`config.mk`:
```
export PLATFORM = sky130hd
export DESIGN_NAME = dmd_fb_scheduler
export DESIGN_NICKNAME = d
export VERILOG_FILES = /design/src/rtl/dmd_fb_scheduler_pkg.sv /design/src/rtl/fb_rd_pipe.sv /design/src/rtl/dmd_fb_scheduler.sv
export SDC_FILE = /design/constraint.sdc
export NUM_CORES = 1
export LEC_CHECK = 0
export ABC_AREA = 1
export BUFFER_PORTS_ARGS = -buffer_cell sky130_fd_sc_hd__buf_4
export CAP_MARGIN = 30
export CORE_AREA = 2 2 54 68
export DETAILED_ROUTE_END_ITERATION = 12
export DIE_AREA = 0 0 56 70
export PLACE_DENSITY = 0.82
export SETUP_SLACK_MARGIN = 0.15
export SYNTH_ARGS = -nofsm -noshare
export SYNTH_HDL_FRONTEND = slang
export SYNTH_SLANG_ARGS = --single-unit
export TNS_END_PERCENT = 30
```
`constraint.sdc`:
```
create_clock -name clk -period 2.75 [get_ports clk]
set_input_delay 0.55 -clock clk [delete_from_list [all_inputs] [get_ports clk]]
set_output_delay 0.55 -clock clk [all_outputs]
set_load 0.005 [all_outputs]
```
`src/rtl/dmd_fb_scheduler_pkg.sv`:
```
// ============================================================================
// Module      : dmd_fb_scheduler_pkg
// Description : Shared geometry constants and arbiter state encoding for the
//               DMD frame-buffer scheduler (scheduler RTL and its bench).
// Revision    : 1.0 - initial release
// ============================================================================
`default_nettype none

package dmd_fb_scheduler_pkg;

    // Frame geometry (both dimensions are powers of two)
    localparam int H_PIXELS = 128;
    localparam int V_LINES  = 32;
    localparam int DATA_W   = 8;

    // Derived address fields: RAM address is {row, col}
    localparam int COL_W    = $clog2(H_PIXELS);
    localparam int LINE_W   = $clog2(V_LINES);
    localparam int ADDR_W   = LINE_W + COL_W;

    // RAM arbiter states
    typedef enum logic [1:0] {
        ST_IDLE  = 2'd0,
        ST_FETCH = 2'd1,
        ST_DRAIN = 2'd2,
        ST_WRITE = 2'd3
    } fb_state_t;

endpackage

`default_nettype wire

```
`src/rtl/fb_rd_pipe.sv`:
```
// ============================================================================
// Module      : fb_rd_pipe
// Description : One-stage delay of the fetch read strobe and column so that
//               line-buffer writes line up with the single-cycle RAM read
//               latency.
// Ports       : clk, rst_n        - clock, async active-low reset
//               i_rd_valid        - a RAM read was issued this cycle
//               i_rd_col          - column of that read
//               i_rd_data         - RAM read data (valid one cycle later)
//               o_lb_we/o_lb_waddr/o_lb_wdata - line-buffer write port
//               o_line_done       - strobe for the last column of a row
// Revision    : 1.0 - initial release
// ============================================================================
`default_nettype none

module fb_rd_pipe
    import dmd_fb_scheduler_pkg::*;
(
    input  logic              clk,
    input  logic              rst_n,
    input  logic              i_rd_valid,
    input  logic [COL_W-1:0]  i_rd_col,
    input  logic [DATA_W-1:0] i_rd_data,
    output logic              o_lb_we,
    output logic [COL_W-1:0]  o_lb_waddr,
    output logic [DATA_W-1:0] o_lb_wdata,
    output logic              o_line_done
);

    logic             r_we;
    logic [COL_W-1:0] r_col;
    logic             r_last;

    always_ff @(posedge clk or negedge rst_n) begin
        if (!rst_n) begin
            r_we   <= 1'b0;
            r_col  <= '0;
            r_last <= 1'b0;
        end else begin
            r_we   <= i_rd_valid;
            r_col  <= i_rd_col;
            r_last <= i_rd_valid && (i_rd_col == COL_W'(H_PIXELS - 1));
        end
    end

    assign o_lb_we     = r_we;
    assign o_lb_waddr  = r_col;
    // Gated so the line-buffer data bus is quiet (and zero in reset) between strobes
    assign o_lb_wdata  = r_we ? i_rd_data : '0;
    assign o_line_done = r_last;

endmodule

`default_nettype wire

```
`src/rtl/dmd_fb_scheduler.sv`:
```
// ============================================================================
// Module      : dmd_fb_scheduler
// Description : Arbitrates a single-port DMD frame-buffer RAM between host
//               pixel writes and row fetches into the scan-out line buffer.
//               Row fetch has priority; a host write waits at most one fetch.
// Ports       : clk, rst_n                    - clock, async active-low reset
//               i_line_req, i_line_idx        - fetch request and row
//               i_host_req/addr/data, o_host_ack - host write handshake
//               o_ram_addr/we/wdata, i_ram_rdata - frame-buffer RAM port
//               o_lb_we/waddr/wdata, o_line_done - line-buffer write port
//               o_overrun                     - dropped fetch request pulse
// Revision    : 1.0 - initial release
// ============================================================================
`default_nettype none

module dmd_fb_scheduler
    import dmd_fb_scheduler_pkg::*;
(
    input  logic              clk,
    input  logic              rst_n,
    input  logic              i_line_req,
    input  logic [LINE_W-1:0] i_line_idx,
    input  logic              i_host_req,
    input  logic [ADDR_W-1:0] i_host_addr,
    input  logic [DATA_W-1:0] i_host_data,
    output logic              o_host_ack,
    output logic [ADDR_W-1:0] o_ram_addr,
    output logic              o_ram_we,
    output logic [DATA_W-1:0] o_ram_wdata,
    input  logic [DATA_W-1:0] i_ram_rdata,
    output logic              o_lb_we,
    output logic [COL_W-1:0]  o_lb_waddr,
    output logic [DATA_W-1:0] o_lb_wdata,
    output logic              o_line_done,
    output logic              o_overrun
);

    fb_state_t         r_state;
    fb_state_t         w_state_nxt;
    logic [COL_W-1:0]  r_col;
    logic [COL_W-1:0]  w_col_nxt;
    logic [LINE_W-1:0] r_row;
    logic [LINE_W-1:0] w_row_nxt;
    logic [DATA_W-1:0] r_wdata;
    logic [DATA_W-1:0] w_wdata_nxt;
    logic              r_overrun;
    logic              w_overrun_nxt;
    logic              w_col_last;
    logic              w_in_write;

    assign w_col_last = (r_col == COL_W'(H_PIXELS - 1));
    assign w_in_write = (r_state == ST_WRITE);

    always_ff @(posedge clk or negedge rst_n) begin
        if (!rst_n) begin
            r_state   <= ST_IDLE;
            r_col     <= '0;
            r_row     <= '0;
            r_wdata   <= '0;
            r_overrun <= 1'b0;
        end else begin
            r_state   <= w_state_nxt;
            r_col     <= w_col_nxt;
            r_row     <= w_row_nxt;
            r_wdata   <= w_wdata_nxt;
            r_overrun <= w_overrun_nxt;
        end
    end

    // WRITE lasts exactly one cycle, so a line request arriving during it is
    // the pending request itself: it is latched and taken straight into FETCH
    // on the next edge. A second request can never queue behind it.
    always_comb begin
        w_state_nxt   = r_state;
        w_col_nxt     = r_col;
        w_row_nxt     = r_row;
        w_wdata_nxt   = r_wdata;
        w_overrun_nxt = 1'b0;

        case (r_state)
            ST_IDLE: begin
                if (i_line_req) begin
                    w_row_nxt   = i_line_idx;
                    w_col_nxt   = '0;
                    w_state_nxt = ST_FETCH;
                end else if (i_host_req) begin
                    w_wdata_nxt = i_host_data;
                    w_state_nxt = ST_WRITE;
                end
            end
            ST_WRITE: begin
                if (i_line_req) begin
                    w_row_nxt   = i_line_idx;
                    w_col_nxt   = '0;
                    w_state_nxt = ST_FETCH;
                end else begin
                    w_state_nxt = ST_IDLE;
                end
            end
            ST_FETCH: begin
                w_overrun_nxt = i_line_req;
                w_col_nxt     = r_col + 1'b1;   // wraps to 0 after the last column
                if (w_col_last) begin
                    w_state_nxt = ST_DRAIN;
                end
            end
            ST_DRAIN: begin
                // RAM is free during the final read-latency cycle, so a waiting
                // host write is granted directly; this bounds host starvation.
                w_overrun_nxt = i_line_req;
                if (i_host_req) begin
                    w_wdata_nxt = i_host_data;
                    w_state_nxt = ST_WRITE;
                end else begin
                    w_state_nxt = ST_IDLE;
                end
            end
            default: begin
                w_state_nxt = ST_IDLE;
            end
        endcase
    end

    assign o_host_ack  = w_in_write;
    assign o_ram_we    = w_in_write;
    assign o_ram_addr  = w_in_write ? i_host_addr : {r_row, r_col};
    assign o_ram_wdata = r_wdata;
    assign o_overrun   = r_overrun;

    fb_rd_pipe u_rd_pipe (
        .clk         (clk),
        .rst_n       (rst_n),
        .i_rd_valid  (r_state == ST_FETCH),
        .i_rd_col    (r_col),
        .i_rd_data   (i_ram_rdata),
        .o_lb_we     (o_lb_we),
        .o_lb_waddr  (o_lb_waddr),
        .o_lb_wdata  (o_lb_wdata),
        .o_line_done (o_line_done)
    );

endmodule

`default_nettype wire

```
==> impl_results.md, run 1 <==
- Status: finished, final reports clean
- Startpoint types: flop
- Critical Path AT: 1.67 ns
- Diodes inserted: 0
- Post-Synth XOR/XNOR Area: 0
- Clock Tree Buf Depth: 2
- Post-CTS Setup Bufs: 0
- Residual DRC count: 0
- Port Buf Inserts: 76
- Yosys cell types: 17
- Vias: 1475
- Largest family of logic cells by synthesized area: simple AND/OR/NAND/NOR gates
- Async SR Flop Fraction: 1.00
- Clock-pin slew on the worst setup and hold paths: 0.06 ns
- Io pins: 77
- Finished Layout Cells: 312
- Yosys reg bits: 32
- Final ANT Viol Nets: 0
- Die width: 56 um
- Worst Path Required: 2.20 ns
- GRT overflow: 0
- Critical path fanouts, max: 13
- Initial antenna violation count: 0
- Post-CTS Resized: 0
- Die height: 70 um
- Starting density of the core: 0.461
- Worst Setup End Kind: output port
- Most frequent cell after synthesis: nand2_1
- Complex-gate fraction of the synthesized area: 0.0864
- Post-DP HPWL: 2.67 mm
- Total GRT Usage: 0.193
- Synthesis-to-layout area growth: 44.0%
- Fraction of synthesized area in multiplexers: 0.00726
- Via density: 4.73
- Slew headroom: 0.697
- HP Class: input pin to asynchronous set/reset pin
- Placed Cells: 304
- Clk sinks: 32
- Register area share after synthesis: 0.517
- H-Tree Depth: 2
- Hold Vio Cnt, Final: 0
- Peak VDD IR: 578 uV
- Final setup viols: 0
- Max Slew Vio Count: 0
- CTS Hold Bufs: 0
- Number of global-route vias before repair: 1403
- TritonCTS clock tree: built
- FP Rows: 24
- Cts bufs inserted: 5
- Synth area leader: dfrtp_1
- DRT Wirelength: 3.43 mm
- FF/Latch Area: 801 um2
- Ranking of synthesized cells by area: dfrtp_1 (52%), nand2_1 (16%), inv_1 (7.0%), nand3_1 (6.8%), o21ai_0 (6.5%)
- Post-synth top cells: nand2_1 (67), dfrtp_1 (32), inv_1 (29), nand3_1 (21), o21ai_0 (20)
- Avg Inst Size Synth: 7.99 um2
- PD cells: 905 mW/mm2
- Top-area cell type share of the netlist area: 0.517
- Clock skew: 0.00386 ns
- RSZ-0062 raised after global routing: no
- Final Power: 2020 uW
- Simple-gate area share of the yosys netlist: 0.257
- Area of the multi-input gates: 606 um2
- Leakage power total: 0.00129 uW
- Tcrit/Tclk final: 0.807
- Core ar.: 0.00336 mm2
- Hold Slack: 0.188 ns
- Max Freq: 451 MHz
- Least-Margin Pin Slew: 0.454 ns
- Largest net degree at the start of global routing: 33
- Layout cell share with drive strength beyond 1: 0.319
- GPL Wtd Cong: 0.881
- Die Area: 0.00392 mm2
- Top FF cell, synth: dfrtp_1
- CTS root buffer: clkbuf_8
- Setup CP Type: flop to output port
- Setup TNS: 0 ns
- Mapped Area: 0.00155 mm2
- Filler cell count: 287
- Post-synthesis cell count: 194
- First-pass GRT wire length: 6.00 mm
- Number of flops mapped to enable cells by yosys: 0
- # nets final: 314
- DR WL/cell: 11.0 um
- DR iter-0 viols: 38
- Min Clock Period, post-route: 2.22 ns
- Max Cap Violations: 0
- Clock latency on the worst-skew pair: 0.28 ns
- Post-synthesis adder-cell area fraction: 0.0404
- DR pass1 iterations: 4
- Syn Nets: 236
- Fin util: 0.664
- Ys Warns: 0
## path summary, 6_finish.rpt
| kind | slack [ns] | end | depth (start not counted) | startpoint |
|---|---|---|---|---|
| worst min register to register | 0.41 | u_rd_pipe.o_lb_waddr[6]$_DFF_PN0_ | 0 | r_col[6]$_DFFE_PN0P_ |
| worst min-delay path | 0.19 | o_ram_wdata[1]$_DFFE_PN0P_ | 1 | rst_n |
| min in group clk | 0.41 | u_rd_pipe.o_lb_waddr[6]$_DFF_PN0_ | 0 | r_col[6]$_DFFE_PN0P_ |
| worst max-delay path | 0.53 | o_ram_addr[3] | 3 | r_state[0]$_DFFE_PN0P_ |
| max in group asynchronous | 2.27 | r_row[1]$_DFFE_PN0P_ | 1 | rst_n |
| worst max register to register | 1.10 | o_ram_wdata[0]$_DFFE_PN0P_ | 7 | r_state[0]$_DFFE_PN0P_ |
## flip-flops by register name, summed over array words and instances (netlist names)
signal                 flops
r_col                      7
u_rd_pipe.o_lb_waddr       7
u_rd_pipe.o_lb_we          1
r_state                    2
u_rd_pipe.o_line_done      1
o_ram_wdata                8
r_row                      5
o_overrun                  1
## critical path: stages (launching register included)
cell	delay [ns]
dfrtp_1	0.39
ha_1	0.46
mux2_2	0.40
buf_4	0.14
## final cells by class
class | count | area share
inverters | 29 | 0.0488
repair buffers | 77 | 0.259
flip-flops and latches | 32 | 0.359
clock buffers | 8 | 0.0404
well taps | 39 | 0.0219
multi-input cells | 127 | 0.271
## where the power goes
group	switching (uW)	internal, uW
Sequential	93.6	622
Combinational	482	454
Clock	165	204
Total	741	1280
## cell usage in the layout (no fill, tap or decap), drive strengths merged
| master | n |
|---|---|
| o21ai | 21 |
| o211ai | 1 |
| nand4 | 1 |
| buf | 77 |
| nand2 | 67 |
| ha | 5 |
| nor2 | 6 |
| a21oi | 2 |
| inv | 29 |
| or2 | 2 |
| dfrtp | 32 |
| nand3 | 21 |
| clkbuf | 8 |
| mux2 | 1 |
## per-stage QoR
stage	area [um2]	setup WS, ns
final	2230	0.531
after floorplan	1550	1.11
after CTS	2230	0.534
after global placement	2140	0.907
after detailed placement	2140	0.855
after global routing	2230	0.358
## metal layers
layer,up-vias,part of all wire,GRT usage
met5,-,0,0
met4,0,0.017,0.0794
met3,6,0.093,0.0778
met2,56,0.47,0.322
met1,652,0.42,0.219
li1,761,-,-
## kinds of logic (layout without fill, tap and decap cells)
kind of cell             Yosys count  after routing
AO/OA/AOI/OAI                     24             24
adder cells (fa/ha/maj)            5              5
buffers and inverters             35            114
flip-flops                        32             32
multiplexers                       1              1
AND/OR/NAND/NOR                   97             97
Note: power is estimated with default switching activity, not from simulation.
==> inputs of run 2 (changes only) <==
- CORE_AREA: 2 2 54 68 -> 2 2 58 74
- DIE_AREA: 0 0 56 70 -> 0 0 60 76
- PLACE_DENSITY: 0.82 -> 0.74
- clock period: 2.75 -> 1.8 ns (I/O delays scaled with it)
==> impl_results.md, run 2 (synthesized netlist as in run 1, its figures left out) <==
- GPL Wtd Cong: 0.753 (-15%)
- Reg-to-Reg End: r_col[5]$_DFFE_PN0P_
- Peak VDD IR: 884 uV (+53%)
- Number of global-route vias before repair: 1456 (+3.8%)
- Largest net degree at the start of global routing: 33 (unchanged)
- Total GRT Usage: 0.171 (-0.0227)
- Final Power: 3560 uW (+76%)
- Synthesis-to-layout area growth: 56.0%
- Tcrit/Tclk final: 0.933
- Setup TNS: 0 ns (unchanged)
- Critical Path Start: r_state[0]$_DFFE_PN0P_
- Port Buf Inserts: 76 (unchanged)
- Worst Reg-to-Reg Cells: 8 (+1)
- Die width: 60 um (+7.1%)
- RSZ-0062 raised after global routing: yes
- DRT Wirelength: 3.87 mm (+13%)
- Cts bufs inserted: 5 (unchanged)
- Leakage power total: 0.00135 uW (+5.0%)
- # nets final: 321 (+2.2%)
- Diodes inserted: 0 (unchanged)
- Startpoint types: flop
- PD cells: 1470 mW/mm2 (+63%)
- Io pins: 77 (unchanged)
- DR WL/cell: 11.5 um (+4.8%)
- Post-DP HPWL: 2.75 mm (+3.3%)
- Initial antenna violation count: 0 (unchanged)
- Die Area: 0.00456 mm2 (+16%)
- Final ANT Viol Nets: 0 (unchanged)
- Via density: 4.68 (-0.97%)
- RR Startpoint: r_state[0]$_DFFE_PN0P_
- Critical Path AT: 1.32 ns (-0.35 ns)
- Max Cap Violations: 0 (unchanged)
- Worst Path Required: 1.44 ns (-0.76 ns)
- Max Slew Vio Count: 0 (unchanged)
- Clock Tree Buf Depth: 2 (unchanged)
- Max Freq: 595 MHz
- Flop-to-flop setup slack: 0.16 ns (-0.94 ns)
- Die height: 76 um (+8.6%)
- Min Clock Period, post-route: 1.68 ns
- Vias: 1573 (+6.6%)
- Critical path fanouts, max: 4 (-9)
- HP Class: input pin to asynchronous set/reset pin
- Leading cell type in the layout, fill and taps excluded: buf_4
- Starting density of the core: 0.394 (-0.0671)
- H-Tree Depth: 2 (unchanged)
- Hold Vio Cnt, Final: 0 (unchanged)
- Most frequent cells in the layout: buf_4 (80), nand2_1 (66), dfrtp_1 (32)
- Clock skew: 0.00449 ns (+0.000629 ns)
- TritonCTS clock tree: built
- CP endpoint: o_ram_addr[3]
- Max reg flops: 8 (unchanged)
- Layout cell share with drive strength beyond 1: 0.382 (+0.0635)
- DR iter-0 viols: 35 (-7.9%)
- Least-Margin Pin Slew: 0.398 ns (-0.0554 ns)
- Filler cell count: 355 (+24%)
- Core ar.: 0.00394 mm2 (+17%)
- Final setup viols: 0 (unchanged)
- GRT overflow: 0 (unchanged)
- DR pass1 iterations: 4 (unchanged)
- Residual DRC count: 0 (unchanged)
- First-pass GRT wire length: 5.95 mm (-0.82%)
- Status: finished, final reports clean
- Hold Slack: 0.00444 ns (-0.184 ns)
- Clk sinks: 32 (unchanged)
- Clock latency on the worst-skew pair: 0.28 ns (about the same)
- FP Rows: 26 (+8.3%)
- Clock-pin slew on the worst setup and hold paths: 0.07 ns (about the same)
- CTS root buffer: clkbuf_8
- Worst Setup End Kind: output port
- Setup CP Type: flop to output port
- Slew headroom: 0.734 (+0.0370)
- Fin util: 0.614 (-0.0493)
-- run 2: area by class of cell --
type | instances | area [um2] | share of cell area
inverter | 29 | 116 | 0.0481
multi-input combinational | 128 | 677 | 0.280
clock buffer | 6 | 72.6 | 0.0300
sequential | 32 | 801 | 0.331
tap | 56 | 70.1 | 0.0290
clock inverter | 2 | 35.0 | 0.0145
timing repair buffer | 83 | 647 | 0.267
-- run 2: timing repair --
action / CTS / global route
pin swaps: 1 / 1
setup buffers: 2 / 0
hold buffers: 0 / 0
cloned: 0 / 1
setup endpoints to repair: 12 / 21
resized for setup: 17 / 19
hold endpoints to repair: 0 / 0
-- run 2: how the worst min path moves through the flow --
stage | depth (start not counted) | start | end
after detailed placement | 1 | rst_n | o_ram_wdata[2]$_DFFE_PN0P_
after floorplan | 0 | rst_n | o_overrun$_DFF_PN0_
after global placement | 1 | rst_n | o_ram_wdata[2]$_DFFE_PN0P_
after global routing | 1 | rst_n | u_rd_pipe.o_lb_we$_DFF_PN0_
after CTS | 1 | rst_n | r_col[1]$_DFFE_PN0P_
final | 1 | rst_n | r_state[1]$_DFFE_PN0P_
-- run 2: through the flow --
stage	instances	instance area (um2)	setup slack (ns)
2_1_floorplan	194	1550	0.354
3_3_place_gp	325	2190	0.270
3_5_place_dp	325	2190	0.221
4_1_cts	335	2350	0.117
5_1_grt	336	2420	0.0691
6_report	336	2420	0.120
-- run 2: routing by layer --
layer  share of wire  routed length (um)  up-vias  track usage
met3           0.099                 384        8       0.0611
met2            0.51                1960       80        0.293
met1            0.37                1450      713        0.178
met5               0                   0        -            0
li1                -                   -      772            -
met4           0.020                  79        0       0.0778
-- run 2: critical path, cell delays in order, from the launching register on --
cell,delay [ns]
dfrtp_1,0.41
ha_4,0.20
mux2_4,0.31
buf_6,0.12
-- run 2: report_power, final --
part	total (uW)	internal (uW)	switching, uW	leakage, uW
sequential	1090	950	143	0.000419
clock	674	410	264	0.0000552
combinational	1790	865	929	0.000878
==> inputs of run 3 (changes only) <==
- RECOVER_POWER: unset -> 25
==> impl_results.md, run 3 (synthesized netlist as in run 1, its figures left out) <==
- Final ANT Viol Nets: 0 (unchanged)
- Setup CP Type: flop to output port
- Clock-pin slew on the worst setup and hold paths: 0.07 ns (about the same)
- GPL Wtd Cong: 0.753 (unchanged)
- Max Slew Vio Count: 0 (unchanged)
- CTS root buffer: clkbuf_8
- Diodes inserted: 0 (unchanged)
- Clock skew: 0.00407 ns (-0.000426 ns)
- Port Buf Inserts: 76 (unchanged)
- Synthesis-to-layout area growth: 55.9%
- FP Rows: 26 (unchanged)
- Critical path fanouts, max: 4 (unchanged)
- # nets final: 321 (unchanged)
- Critical Path AT: 1.32 ns (about the same)
- Final setup viols: 0 (unchanged)
- Clock Tree Buf Depth: 2 (unchanged)
- Setup TNS: 0 ns (unchanged)
- Clk sinks: 32 (unchanged)
- Startpoint types: flop
- Max incr delay on CP: 0.41 ns (about the same)
- Post-DP HPWL: 2.75 mm (unchanged)
- Worst Setup End Kind: output port
- Vias: 1571 (-0.13%)
- Dpl ws: 0.221 ns (unchanged)
- Via density: 4.68 (-0.13%)
- Leakage power total: 0.00135 uW (about the same)
- Least-Margin Pin Slew: 0.785 ns (+0.386 ns)
- Worst path top cell family by delay: flip-flops
- RSZ-0062 raised after global routing: yes
- Crit-path cells: ha_4, mux2_4, buf_6
- Max Cap Violations: 0 (unchanged)
- GRT overflow: 0 (unchanged)
- H-Tree Depth: 2 (unchanged)
- CP max stage cell: dfrtp_1
- Worst Path Required: 1.44 ns (about the same)
- Cts bufs inserted: 5 (unchanged)
- Number of global-route vias before repair: 1456 (unchanged)
- DR iter-0 viols: 35 (unchanged)
- Core ar.: 0.00394 mm2 (unchanged)
- Max reg flops: 8 (unchanged)
- Die width: 60 um (unchanged)
- Io pins: 77 (unchanged)
- Tcrit/Tclk final: 0.934 (about the same)
- PD cells: 1470 mW/mm2 (+0.11%)
- Initial antenna violation count: 0 (unchanged)
- DRT Wirelength: 3.87 mm (about the same)
- First-pass GRT wire length: 5.95 mm (unchanged)
- WP buf/inv: 1 (unchanged)
- Max Freq: 595 MHz (about the same)
- Final worst setup slack: 0.120 ns (-0.0000520 ns)
- Clock latency on the worst-skew pair: 0.28 ns (about the same)
- Peak VDD IR: 885 uV (about the same)
- Hold Vio Cnt, Final: 0 (unchanged)
- Starting density of the core: 0.394 (unchanged)
- Residual DRC count: 0 (unchanged)
- Slew headroom: 0.477 (-0.257)
- Most frequent cells in the layout: buf_4 (79), nand2_1 (66), dfrtp_1 (32)
- HP Class: input pin to asynchronous set/reset pin
- Status: finished, final reports clean
- Die height: 76 um (unchanged)
- Flop-to-flop setup slack: 0.16 ns (about the same)
- Layout cell share with drive strength beyond 1: 0.382 (unchanged)
- DR pass1 iterations: 4 (unchanged)
- TritonCTS clock tree: built
- Total GRT Usage: 0.171 (unchanged)
- Largest net degree at the start of global routing: 33 (unchanged)
- Die Area: 0.00456 mm2 (unchanged)
- Min Clock Period, post-route: 1.68 ns (+0.0000520 ns)
- DR WL/cell: 11.5 um (about the same)
- Leading cell type in the layout, fill and taps excluded: buf_4
[run 3: cell count changes in the layout (fill, tap and decap cells not counted), sizes merged]
cell / previous run / this run
buf: 83 / 82
clkbuf: 6 / 7
[run 3: repair_timing]
action                                  in CTS  in global routing
gates resized for setup                     17                 19
pin swaps                                    1                  1
gates cloned                                 0                  1
hold buffers                                 0                  0
endpoints found under the setup margin      12                 21
buffers inserted                             2                  0
[run 3: final cells by class]
cell class / count / area, um2
Tap cell: 56 / 70.1
Clock buffer: 6 / 72.6
Timing Repair Buffer: 83 / 644
Fill cell: 356 / 1520
Sequential cell: 32 / 801
Clock inverter: 2 / 35.0
Inverter: 29 / 116
Multi-Input combinational cell: 128 / 677
[run 3: per-layer routing]
| layer | up-vias | part of all wire | GRT usage | routed length [um] |
|---|---|---|---|---|
| met5 | - | 0 | 0 | 0 |
| met4 | 0 | 0.020 | 0.0778 | 79 |
| met3 | 8 | 0.099 | 0.0611 | 385 |
| met2 | 80 | 0.50 | 0.293 | 1950 |
| met1 | 711 | 0.38 | 0.178 | 1460 |
| li1 | 772 | - | - | - |
[run 3: path summary, 6_finish.rpt]
check	from	to	cells past startpoint
setup reg to reg	r_state[0]$_DFFE_PN0P_	r_col[5]$_DFFE_PN0P_	8
setup / recovery	r_state[0]$_DFFE_PN0P_	o_ram_addr[3]	3
hold reg to reg	r_col[6]$_DFFE_PN0P_	u_rd_pipe.o_lb_waddr[6]$_DFF_PN0_	0
hold / removal	rst_n	r_state[1]$_DFFE_PN0P_	1
min in group clk	i_host_data[1]	o_ram_wdata[1]$_DFFE_PN0P_	3
max in group asynchronous	rst_n	o_ram_wdata[1]$_DFFE_PN0P_	1
[run 3: power by group]
group | internal, uW | switching (uW) | total [uW] | leakage (uW)
clock | 410 | 265 | 675 | 0.0000552
sequential | 950 | 143 | 1090 | 0.000419
combinational | 865 | 930 | 1790 | 0.000877
[run 3: per-stage QoR]
step | hold slack (ns) | area (um2) | utilization | power, uW | std cells
5_1_grt | 0.213 | 2420 | 0.614 | 3820 | 336
2_1_floorplan | 0.0644 | 1550 | - | 1900 | 194
3_3_place_gp | 0.317 | 2190 | 0.557 | 2560 | 325
4_1_cts | 0.0126 | 2350 | 0.596 | 3390 | 335
6_report | 0.150 | 2420 | 0.614 | 3560 | 336
3_5_place_dp | 0.322 | 2190 | 0.557 | 2590 | 325
